$ cat src/rtl/bin2bcd_seq.sv
// Sequential binary-to-BCD converter (double dabble, one bit per clock) with start/busy/done handshake.
// Optional saturation/overflow flag enabled by defining BCD_RANGE_CHECK_EN.
module bin2bcd_seq #(
  parameter int BIN_W  = 8,
  parameter int DIGITS = 3
) (
  input  logic                  clk,
  input  logic                  rst_n,
  input  logic                  start,
  input  logic [BIN_W-1:0]      bin,
  output logic                  busy,
  output logic                  done,
  output logic [4*DIGITS-1:0]   bcd,
  output logic [DIGITS-1:0]     blank,
  output logic                  ovf
);

  localparam int BCD_W = 4 * (DIGITS + 1);
  localparam int SR_W  = BCD_W + BIN_W;
  localparam int CNT_W = (BIN_W > 1) ? $clog2(BIN_W) : 1;
  localparam logic [DIGITS-1:0] BLANK_RST = ~DIGITS'(1);

  typedef enum logic {IDLE, SHIFT} state_t;

  state_t                state_reg, state_next;
  logic [SR_W-1:0]       sr_reg;
  logic [CNT_W-1:0]      cnt_reg;
  logic                  done_reg;
  logic [4*DIGITS-1:0]   bcd_reg;
  logic [DIGITS-1:0]     blank_reg;

  logic [SR_W-1:0]       adj;
  logic [SR_W-1:0]       shifted;
  logic [4*DIGITS-1:0]   result;
  logic [4*DIGITS-1:0]   res_out;
  logic [DIGITS-1:0]     blank_calc;
  logic                  accept;
  logic                  last_shift;
  logic                  unused_msb;

  assign accept     = (state_reg == IDLE) && start;
  assign last_shift = (state_reg == SHIFT) && (cnt_reg == CNT_W'(BIN_W - 1));

  // Add-3 correction on every digit of the working field, including the spare top digit.
  assign adj[BIN_W-1:0] = sr_reg[BIN_W-1:0];
  for (genvar gi = 0; gi <= DIGITS; gi++) begin : g_adj
    logic [3:0] dig;
    assign dig = sr_reg[BIN_W + 4*gi +: 4];
    assign adj[BIN_W + 4*gi +: 4] = (dig >= 4'd5) ? dig + 4'd3 : dig;
  end

  assign shifted    = {adj[SR_W-2:0], 1'b0};
  assign result     = shifted[BIN_W +: 4*DIGITS];
  assign unused_msb = adj[SR_W-1];

  // Digit i blanks when it and every higher output digit are zero; units never blank.
  for (genvar gi = 0; gi < DIGITS; gi++) begin : g_blank
    if (gi == 0) begin : g_units
      assign blank_calc[gi] = 1'b0;
    end else begin : g_upper
      assign blank_calc[gi] = ~|res_out[4*DIGITS-1:4*gi];
    end
  end

  // State register
  always_ff @(posedge clk or negedge rst_n) begin
    if (!rst_n) state_reg <= IDLE;
    else        state_reg <= state_next;
  end

  // Next-state logic
  always_comb begin
    state_next = state_reg;
    case (state_reg)
      IDLE:    if (start) state_next = SHIFT;
      SHIFT:   if (last_shift) state_next = IDLE;
      default: state_next = IDLE;
    endcase
  end

  // Output logic
  always_comb begin
    busy = (state_reg == SHIFT);
  end

  always_ff @(posedge clk or negedge rst_n) begin
    if (!rst_n) begin
      sr_reg    <= '0;
      cnt_reg   <= '0;
      done_reg  <= 1'b0;
      bcd_reg   <= '0;
      blank_reg <= BLANK_RST;
    end else begin
      done_reg <= last_shift;
      if (accept) begin
        sr_reg  <= {{BCD_W{1'b0}}, bin};
        cnt_reg <= '0;
      end else if (state_reg == SHIFT) begin
        sr_reg  <= shifted;
        cnt_reg <= cnt_reg + CNT_W'(1);
      end
      if (last_shift) begin
        bcd_reg   <= res_out;
        blank_reg <= blank_calc;
      end
    end
  end

`ifdef BCD_RANGE_CHECK_EN
  localparam int MAX_VAL = (10 ** DIGITS) - 1;

  logic ovf_pend_reg;
  logic ovf_reg;

  // Out-of-range inputs are flagged at accept time and saturate to all nines at done.
  assign res_out = ovf_pend_reg ? {DIGITS{4'h9}} : result;
  assign ovf     = ovf_reg;

  always_ff @(posedge clk or negedge rst_n) begin
    if (!rst_n) begin
      ovf_pend_reg <= 1'b0;
      ovf_reg      <= 1'b0;
    end else begin
      if (accept)     ovf_pend_reg <= (32'(bin) > MAX_VAL);
      if (last_shift) ovf_reg      <= ovf_pend_reg;
    end
  end
`else
  assign res_out = result;
  assign ovf     = 1'b0;
`endif

  assign done  = done_reg;
  assign bcd   = bcd_reg;
  assign blank = blank_reg;

endmodule

$ cat config.mk
export PLATFORM = sky130hd
export DESIGN_NAME = bin2bcd_seq
export DESIGN_NICKNAME = d
export VERILOG_FILES = /design/src/rtl/bin2bcd_seq.sv
export SDC_FILE = /design/constraint.sdc
export NUM_CORES = 1
export LEC_CHECK = 0
export BUFFER_PORTS_ARGS = -buffer_cell sky130_fd_sc_hd__buf_2
export CAP_MARGIN = 20
export CORE_MARGIN = 5
export CORE_UTILIZATION = 50
export DETAILED_ROUTE_END_ITERATION = 16
export GPL_ROUTABILITY_DRIVEN = 0
export HOLD_SLACK_MARGIN = 0.12
export PLACE_DENSITY = 0.75
export SYNTH_ARGS = -nofsm -noshare
export SYNTH_HDL_FRONTEND = slang
export SYNTH_SLANG_ARGS = --single-unit
$ cat constraint.sdc
create_clock -name clk -period 1.4 [get_ports clk]
set_input_delay 0.21 -clock clk [delete_from_list [all_inputs] [get_ports clk]]
set_output_delay 0.21 -clock clk [all_outputs]
set_load 0.05 [all_outputs]
### Yosys cells after proc, flatten, opt, wreduce, memory -nomap -nowiden

Index checks and enable logic that the tools add are counted.

* register bits after elaboration: 43
* input port bits: 11
* output and inout port bits: 18
* word-level logic and storage cells: 35

* add/subtract/negate cells: 5
* magnitude comparators: 4
* eq/ne operators: 1
* muxes and demuxes: 11
* bitwise operators: 1
* reductions and logical operators: 7

Operator list (count)
* 2-to-1 mux 24 bit: 2
* >= comparator 4 x 3 -> 1 bit, second input constant: 4
* adder 4 x 2 -> 4 bit, second input constant: 3
* 2-to-1 mux 4 bit: 3
* 2-to-1 mux 3 bit: 3
* OR reduction 8 bit: 1
* OR reduction 4 bit: 1
* adder 3 x 1 -> 3 bit, second input constant: 1
* adder 3 x 2 -> 3 bit, second input constant: 1
* equality test 3 bit, second input constant: 1
* logical AND 1 bit: 2
* zero test 1 bit: 2
* 2-to-1 mux 1 bit: 2
* case mux 1 bit (2 select lines): 1
* nonzero test 2 bit: 1
* inverter 1 bit: 1

### Logic depth before layout (Yosys ltp)

Gate-level depths: netlist of run 1.

* word-level depth: 4
* gate-level depth with buffers: 7

### Worst setup path after synthesis of run 1

OpenSTA, ideal clock, no wires.

* path type: reg-to-reg
* from: reg state_reg, in the netlist busy
* to: reg bcd_reg[10], in the netlist bcd[10]
* arrival: 1.428 ns
* data required time: 1.275 ns
* path slack: -0.153 ns
* cell stages (with the launch flop): 5
* path buffers: 1
* clock period less this slack: 1.553 ns
* cells stage by stage: dfrtp_1 buf_2 nand2_2 inv_2 mux2_2

* cells in the longest elaborated chain, start to end: 1

RTL lines
* start, declared: RTL line 25 `state_t state_reg, state_next;`
* start signal, assigned: RTL line 68 `else state_reg <= state_next;`
* logical AND 1 bit: RTL line 42 `assign last_shift = (state_reg == SHIFT) && (cnt_reg == CNT_W'(BIN_W - 1));`
* named net last_shift: RTL line 38 `logic last_shift;`
* end signal, assigned: RTL line 103 `bcd_reg <= res_out;`
* end, declared: RTL line 29 `logic [4*DIGITS-1:0] bcd_reg;`

The timed path passes the listed nets, and every way through them passes these cells.
A chain may end at the register's enable or synchronous reset.

### Final worst setup path of run 1

* from: reg sr_reg[17]
* to: reg bcd_reg[10], in the netlist bcd[10]

* cells in the longest elaborated chain, start to end: 2
* elaborated cells between the ends (all ways): 3
* those cells by class: 1 x add/sub; 1 x order compare; 1 x mux

RTL lines
* start, declared: RTL line 26 `logic [SR_W-1:0] sr_reg;`
* start signal, assigned: RTL line 96 `sr_reg <= {{BCD_W{1'b0}}, bin};`
* start signal, assigned: RTL line 99 `sr_reg <= shifted;`
* adder 4 x 2 -> 4 bit / >= comparator 4 x 3 -> 1 bit (equally long branches): RTL line 49 `assign adj[BIN_W + 4*gi +: 4] = (dig >= 4'd5) ? dig + 4'd3 : dig;`
* 2-to-1 mux 4 bit *: RTL line 49

Every way passes the cells marked *; elsewhere a longest branch is shown, timed or not.

==> metrics.txt, run 1 <==
antenna viol nets, final 0; Ports 29; crit path max fanout 4; fraction of layout cells with a size suffix above 1 a little under half; Clk pwr share roughly 12%; Critical Path RT ~1.6 ns; Leakage Power 1.192 nW; period utilisation layout 108.4%; ys flop type dfrtp_1; Worst Reg-to-Reg Cells 6; worst skew pair latency between 0.2 and 0.3 ns; Cell Count, Final, Fillers Out 280; Area Growth Syn to Fin 38.13%; worst vdd ir ~1.3 mV; hpwl dp 2884 um; DR vias/cell between 5 and 6; failing checks negative setup slack; final setup fails 8; nets 250; fin area roughly 0.0025 mm2; final wirelength ~4200 um; initial antenna violation count 0; core area about 0.0036 mm2; CTS tree done; clock slew at reported path FFs 0.07 ns; Hold Path Class in -> reg; Final Util 69.88%; synth top area cells dfrtp_1 51%, nand2_1 6.4%, o21ai_0 6.0%, ha_1 5.5%, mux2i_1 5.5%; wire per inst ~15 um; flops & latches, synth 39; Async S/R FF share, synth 100.0%; CTS Sinks 39; post-synthesis average cell area approximately 10 um2; synthesized area 0.001824 mm2; full die area 0.004956 mm2; Worst setup endpoint bcd[10]$_DFFE_PN0P_; EDFF count, synth 0; ANT cells 0; R2R setup slack -0.12 ns; Comb pwr share 58.7%; largest net degree at the start of global routing 21; CP Launch Point sr_reg[17]$_DFFE_PN0P_; distinct cell type count after synthesis 30; slowest stage delay, CP roughly 0.4 ns; Num CTS Buffers 5; Flop pwr share ~30%; leading area contributor after synthesis dfrtp_1; WP data arrival between 1.5 and 2 ns; reg-to-reg startpoint sr_reg[17]$_DFFE_PN0P_; fmax 0.6591 GHz; most frequent cell after synthesis dfrtp_1; GR Util All Layers 17.01%; Setup Skew ~0.0060 ns; crit path capture type flop; DR iter-0 viols between 80 and 90; first-pass GRT wire length ~6700 um; Post-Synthesis Cells roughly 180; Vias approximately 1500; NetSw 3.103 mW; placed cells approximately 260; Slowest cell on crit path dfrtp_1; DRT Pass-1 Iters 4; P_int 3.881 mW; startpoint types flop; Post-route DRC 0; placed instance area 0.002183 mm2; number of global-route vias before repair roughly 1500; Synth top cells by count 37 x dfrtp_1, 31 x nand2_1, 22 x o21ai_0; Starting Density approximately 51%; DIE WIDTH 70.40 um; clk buf depth 2; CTS H-Tree Depth 2; cell chain of the critical path inv_2 -> ha_2 -> nand2b_4 -> a21oi_4 -> mux2i_1 -> mux2_2; status finished with violations; Tmin final around 1.5 ns; switch share approximately 44%; Max-cap violations 0; Crit Path Category reg -> reg; RSZ-0062 raised after global routing true; Max Slew Vio Count 0; register area share after synthesis 53.64%; final hold vios 0; Die H a little over 70 um; Port Buffers 26; num rows 22; grt total ovfl 0; r2r endpoint bcd[10]$_DFFE_PN0P_; max FFs per register 20; min setup slack post-route -0.1173 ns; Clk Tree Root Cell clkbuf_8; synth warn 0; Place WS -0.1452 ns; top cell type's share of synthesized area 50.75%; Pwr per Cell Area about 2800 mW/mm2
[per-stage QoR]
stage | total power [mW] | hold WS, ns | TNS (ns)
2_1_floorplan | 4.310 | -0.08559 | -0.01700
3_3_place_gp | 5.202 | 0.1808 | -0.3068
3_5_place_dp | 5.378 | 0.1820 | -0.7954
4_1_cts | 6.535 | 0.1667 | -0.2732
5_1_grt | 7.428 | 0.1757 | -1.114
6_report | 6.984 | 0.1793 | -0.3797
[power by group through the flow]
| stage | combinational (mW) | clock [mW] | sequential, mW |
|---|---|---|---|
| 2_1_floorplan | 1.65 | 0 | 2.66 |
| 3_3_place_gp | 3.21 | 0 | 1.99 |
| 3_5_place_dp | 3.35 | 0 | 2.03 |
| 4_1_cts | 3.66 | 0.834 | 2.04 |
| 5_1_grt | 4.42 | 0.880 | 2.12 |
| 6_report | 4.10 | 0.811 | 2.07 |
[worst min-delay path by stage]
| stage | from | end | cells past startpoint |
|---|---|---|---|
| floorplan | rst_n | bcd[0]$_DFFE_PN0P_ | 0 |
| global placement | rst_n | bcd[7]$_DFFE_PN0P_ | 1 |
| detailed placement | rst_n | bcd[7]$_DFFE_PN0P_ | 1 |
| CTS | bin[0] | sr_reg[0]$_DFFE_PN0P_ | 3 |
| global route | bin[0] | sr_reg[0]$_DFFE_PN0P_ | 3 |
| finish | bin[0] | sr_reg[0]$_DFFE_PN0P_ | 3 |
[layout make-up]
| class | instances | area [um2] |
|---|---|---|
| Fill cell | 265 | 1086 |
| Sequential cell | 39 | 982.2 |
| Multi-Input combinational cell | 121 | 964.7 |
| Timing Repair Buffer | 56 | 380.4 |
| Clock buffer | 8 | 100.1 |
| Tap cell | 48 | 60.06 |
| Inverter | 8 | 32.53 |
[cell families (layout without fill, tap and decap cells)]
kind of cell    count (synthesis)  in the layout  synth area share [%]
xor+xnor                        3              3                 1.441
simple gates                   52             52                 12.83
other cells                     1              2                0.2056
mux                            13             13                 7.339
buf+inv                        16             72                 3.909
fa+ha+maj                       8              8                 5.487
compound gates                 43             43                 15.16
flops                          39             39                 53.64
[per-layer routing]
metal  share of wire (%)  global-route usage (%)  wire [um]
met1                  39                   18.31       1638
met5                   0                       0          0
met3                 5.2                   4.460        220
met4                 1.6                   7.447         65
met2                  54                   30.87       2266
[repair_timing]
action                     4_1_cts  5_1_grt
cloned                           0        0
resized for setup               21       26
hold endpoints to repair        17        0
setup endpoints to repair       14       19
pin swaps                        6        2
hold buffers                     1        0
setup buffers                    2        6
[cell usage in the layout, fill, tap and decap left out, drive strengths merged]
| master | n |
|---|---|
| a21oi | 7 |
| a22o | 8 |
| a31oi | 2 |
| and3 | 1 |
| buf | 55 |
| clkbuf | 8 |
| conb | 2 |
| dfrtp | 37 |
| dfstp | 2 |
| dlygate4sd3 | 1 |
| ha | 8 |
| inv | 8 |
| mux2 | 3 |
| mux2i | 10 |
| nand2 | 32 |
| nand2b | 4 |
| nor2 | 11 |
| nor3b | 3 |
| o211ai | 1 |
| o21ai | 24 |
| o31ai | 1 |
| or3 | 1 |
| xnor2 | 3 |
[worst max-delay path, delay by kind of cell (launching register included)]
family          cells  cell delay (ns)
compound gates      1             0.21
fa+ha+maj           1             0.19
buf+inv             1             0.08
flops               1             0.39
mux                 2             0.41
simple gates        1             0.14
(Power assumes the default switching activity.)
==> run 2: changes to the inputs <==
Settings changed: CORE_ASPECT_RATIO set to 0.7.
==> run 2 against run 1 <==
Via count down 0.81%. Largest cell class is now multi-input gates. Worst hold slack worse by 0.017 ns. Clock power down 2.7%. Setup slack better by 0.036 ns. Cell count up 1.8%. The run still ends with negative setup slack left. Combinational power up 1%.
==> metrics.txt, run 2 (synthesized netlist as in run 1, its figures left out) <==
status finished with violations; failing checks negative setup slack; Critical Path RT roughly 1.6 ns; period utilisation layout 105.8%; Multi-input gate area approximately 990 um2; CP delay by family, top compound AO/OA/AOI/OAI gates; DR vias/cell ~5.2; DR iter-0 viols 33; startpoint types flop; final setup fails 9; fraction of layout cells with a size suffix above 1 49.36%; Leakage Power around 1.2 nW; DIE WIDTH 82.20 um; number of global-route vias before repair 1445; Tmin final approximately 1.5 ns; Die H roughly 61 um; crit path capture type flop; Port Buffers 26; GR Util All Layers 17.90%; Worst Path Buf+Inv 0; largest net degree at the start of global routing 40; clk buf depth 2; Flop pwr share slightly below 30%; ANT cells 0; CTS H-Tree Depth 2; crit path max fanout 3; wire per inst between 10 and 15 um; cell chain of the critical path ha_4 -> nand2b_4 -> a21oi_4 -> and3_1 -> o211ai_1 -> o31ai_2; Sequential Area about 1000 um2; CTS tree done; final wirelength around 4200 um; worst vdd ir 1.262 mV; NetSw approximately 3.1 mW; full die area around 0.0050 mm2; max FFs per register 20; core area ~0.0035 mm2; Area Growth Syn to Fin 39.92%; first-pass GRT wire length between 6000 and 7000 um; Comb pwr share 59.5%; initial antenna violation count 0; switch share roughly 45%; WP data arrival between 1.5 and 2 ns; commonest non-fill, non-tap cell in the layout dfrtp_1; hpwl dp approximately 2800 um; placed instance area between 0.002 and 0.0025 mm2; Ports 29; Max-cap violations 0; Place WS -0.1398 ns; fin area around 0.0026 mm2; clock slew at reported path FFs approximately 0.070 ns; antenna viol nets, final 0; Slowest cell on crit path dfrtp_2; fillers around 260; num rows 18; slowest stage delay, CP roughly 0.44 ns; P_int approximately 3.9 mW; WHS 0.1619 ns; RSZ-0062 raised after global routing true; final hold vios 0; worst skew pair latency roughly 0.29 ns; Clk Tree Root Cell clkbuf_8; DRT Pass-1 Iters 4; most frequent cells in the layout 33 x dfrtp_1, 31 x buf_4, 30 x nand2_1; min setup slack post-route -0.08109 ns; Crit Path Category reg -> reg; Pwr per Cell Area around 2700 mW/mm2; Setup Skew a little under 0.005 ns; Hold Path Class in -> reg; Vias between 1000 and 1500; fmax approximately 0.68 GHz; grt total ovfl 0; Starting Density between 50% and 60%; Num CTS Buffers 5; nets between 200 and 300; CTS Sinks 39; Max Slew Vio Count 0; Clk pwr share a little under an eighth; Post-route DRC 0
-- run 2: routing by layer --
metal	vias to the layer above	routed length, um	track usage, %
met5	-	0	0
met4	0	65	7.820
met3	9	222	4.748
met2	36	2044	29.68
met1	713	1909	22.30
li1	711	-	-
-- run 2: stage by stage --
stage | util (%) | TNS [ns] | total power [mW] | std cells
2_1_floorplan | - | -0.01700 | 4.310 | 176
3_3_place_gp | 63.07 | -0.3339 | 5.269 | 269
3_5_place_dp | 63.07 | -0.7549 | 5.414 | 269
4_1_cts | 69.05 | -0.2237 | 6.523 | 282
5_1_grt | 72.65 | -1.173 | 7.457 | 285
6_report | 72.65 | -0.2751 | 6.998 | 285
-- run 2: final timing paths --
check | from | end | slack [ns] | depth (start not counted)
max in group asynchronous | rst_n | blank[1]$_DFFE_PN1P_ | 0.74 | 3
hold / removal | bin[0] | sr_reg[0]$_DFFE_PN0P_ | 0.16 | 3
setup reg to reg | sr_reg[12]$_DFFE_PN0P_ | blank[1]$_DFFE_PN1P_ | -0.08 | 6
setup / recovery | sr_reg[12]$_DFFE_PN0P_ | blank[1]$_DFFE_PN1P_ | -0.08 | 6
min in group asynchronous | rst_n | bcd[9]$_DFFE_PN0P_ | 0.41 | 3
hold reg to reg | blank[2]$_DFFE_PN1P_ | blank[2]$_DFFE_PN1P_ | 0.48 | 2
-- run 2: final cells by class --
type | count | area share (%)
flip-flops and latches | 39 | 38.53
well taps | 50 | 2.451
repair buffers | 59 | 15.49
multi-input cells | 121 | 38.68
inverters | 8 | 1.275
clock buffers | 7 | 3.382
clock inverters | 1 | 0.1961
-- run 2: power by group through the flow --
stage                     clock, mW  combinational, mW  sequential (mW)
after floorplan                   0               1.65             2.66
after global placement            0               3.29             1.98
after detailed placement          0               3.39             2.02
after CTS                     0.798               3.69             2.03
after global routing          0.843               4.51             2.11
final                         0.789               4.16             2.05
-- run 2: worst min-delay path: cells and delay by family --
kind                   cells  cell delay (ns)
buffers and inverters      1             0.08
and+or+nand+nor            1             0.08
muxes                      1             0.05
-- run 2: what timing repair did --
item / 4_1_cts / 5_1_grt
hold buffers: 1 / 0
pin swaps: 7 / 8
endpoints found under the setup margin: 14 / 23
setup buffers: 4 / 3
resized for setup: 21 / 32
endpoints found under the hold margin: 39 / 0
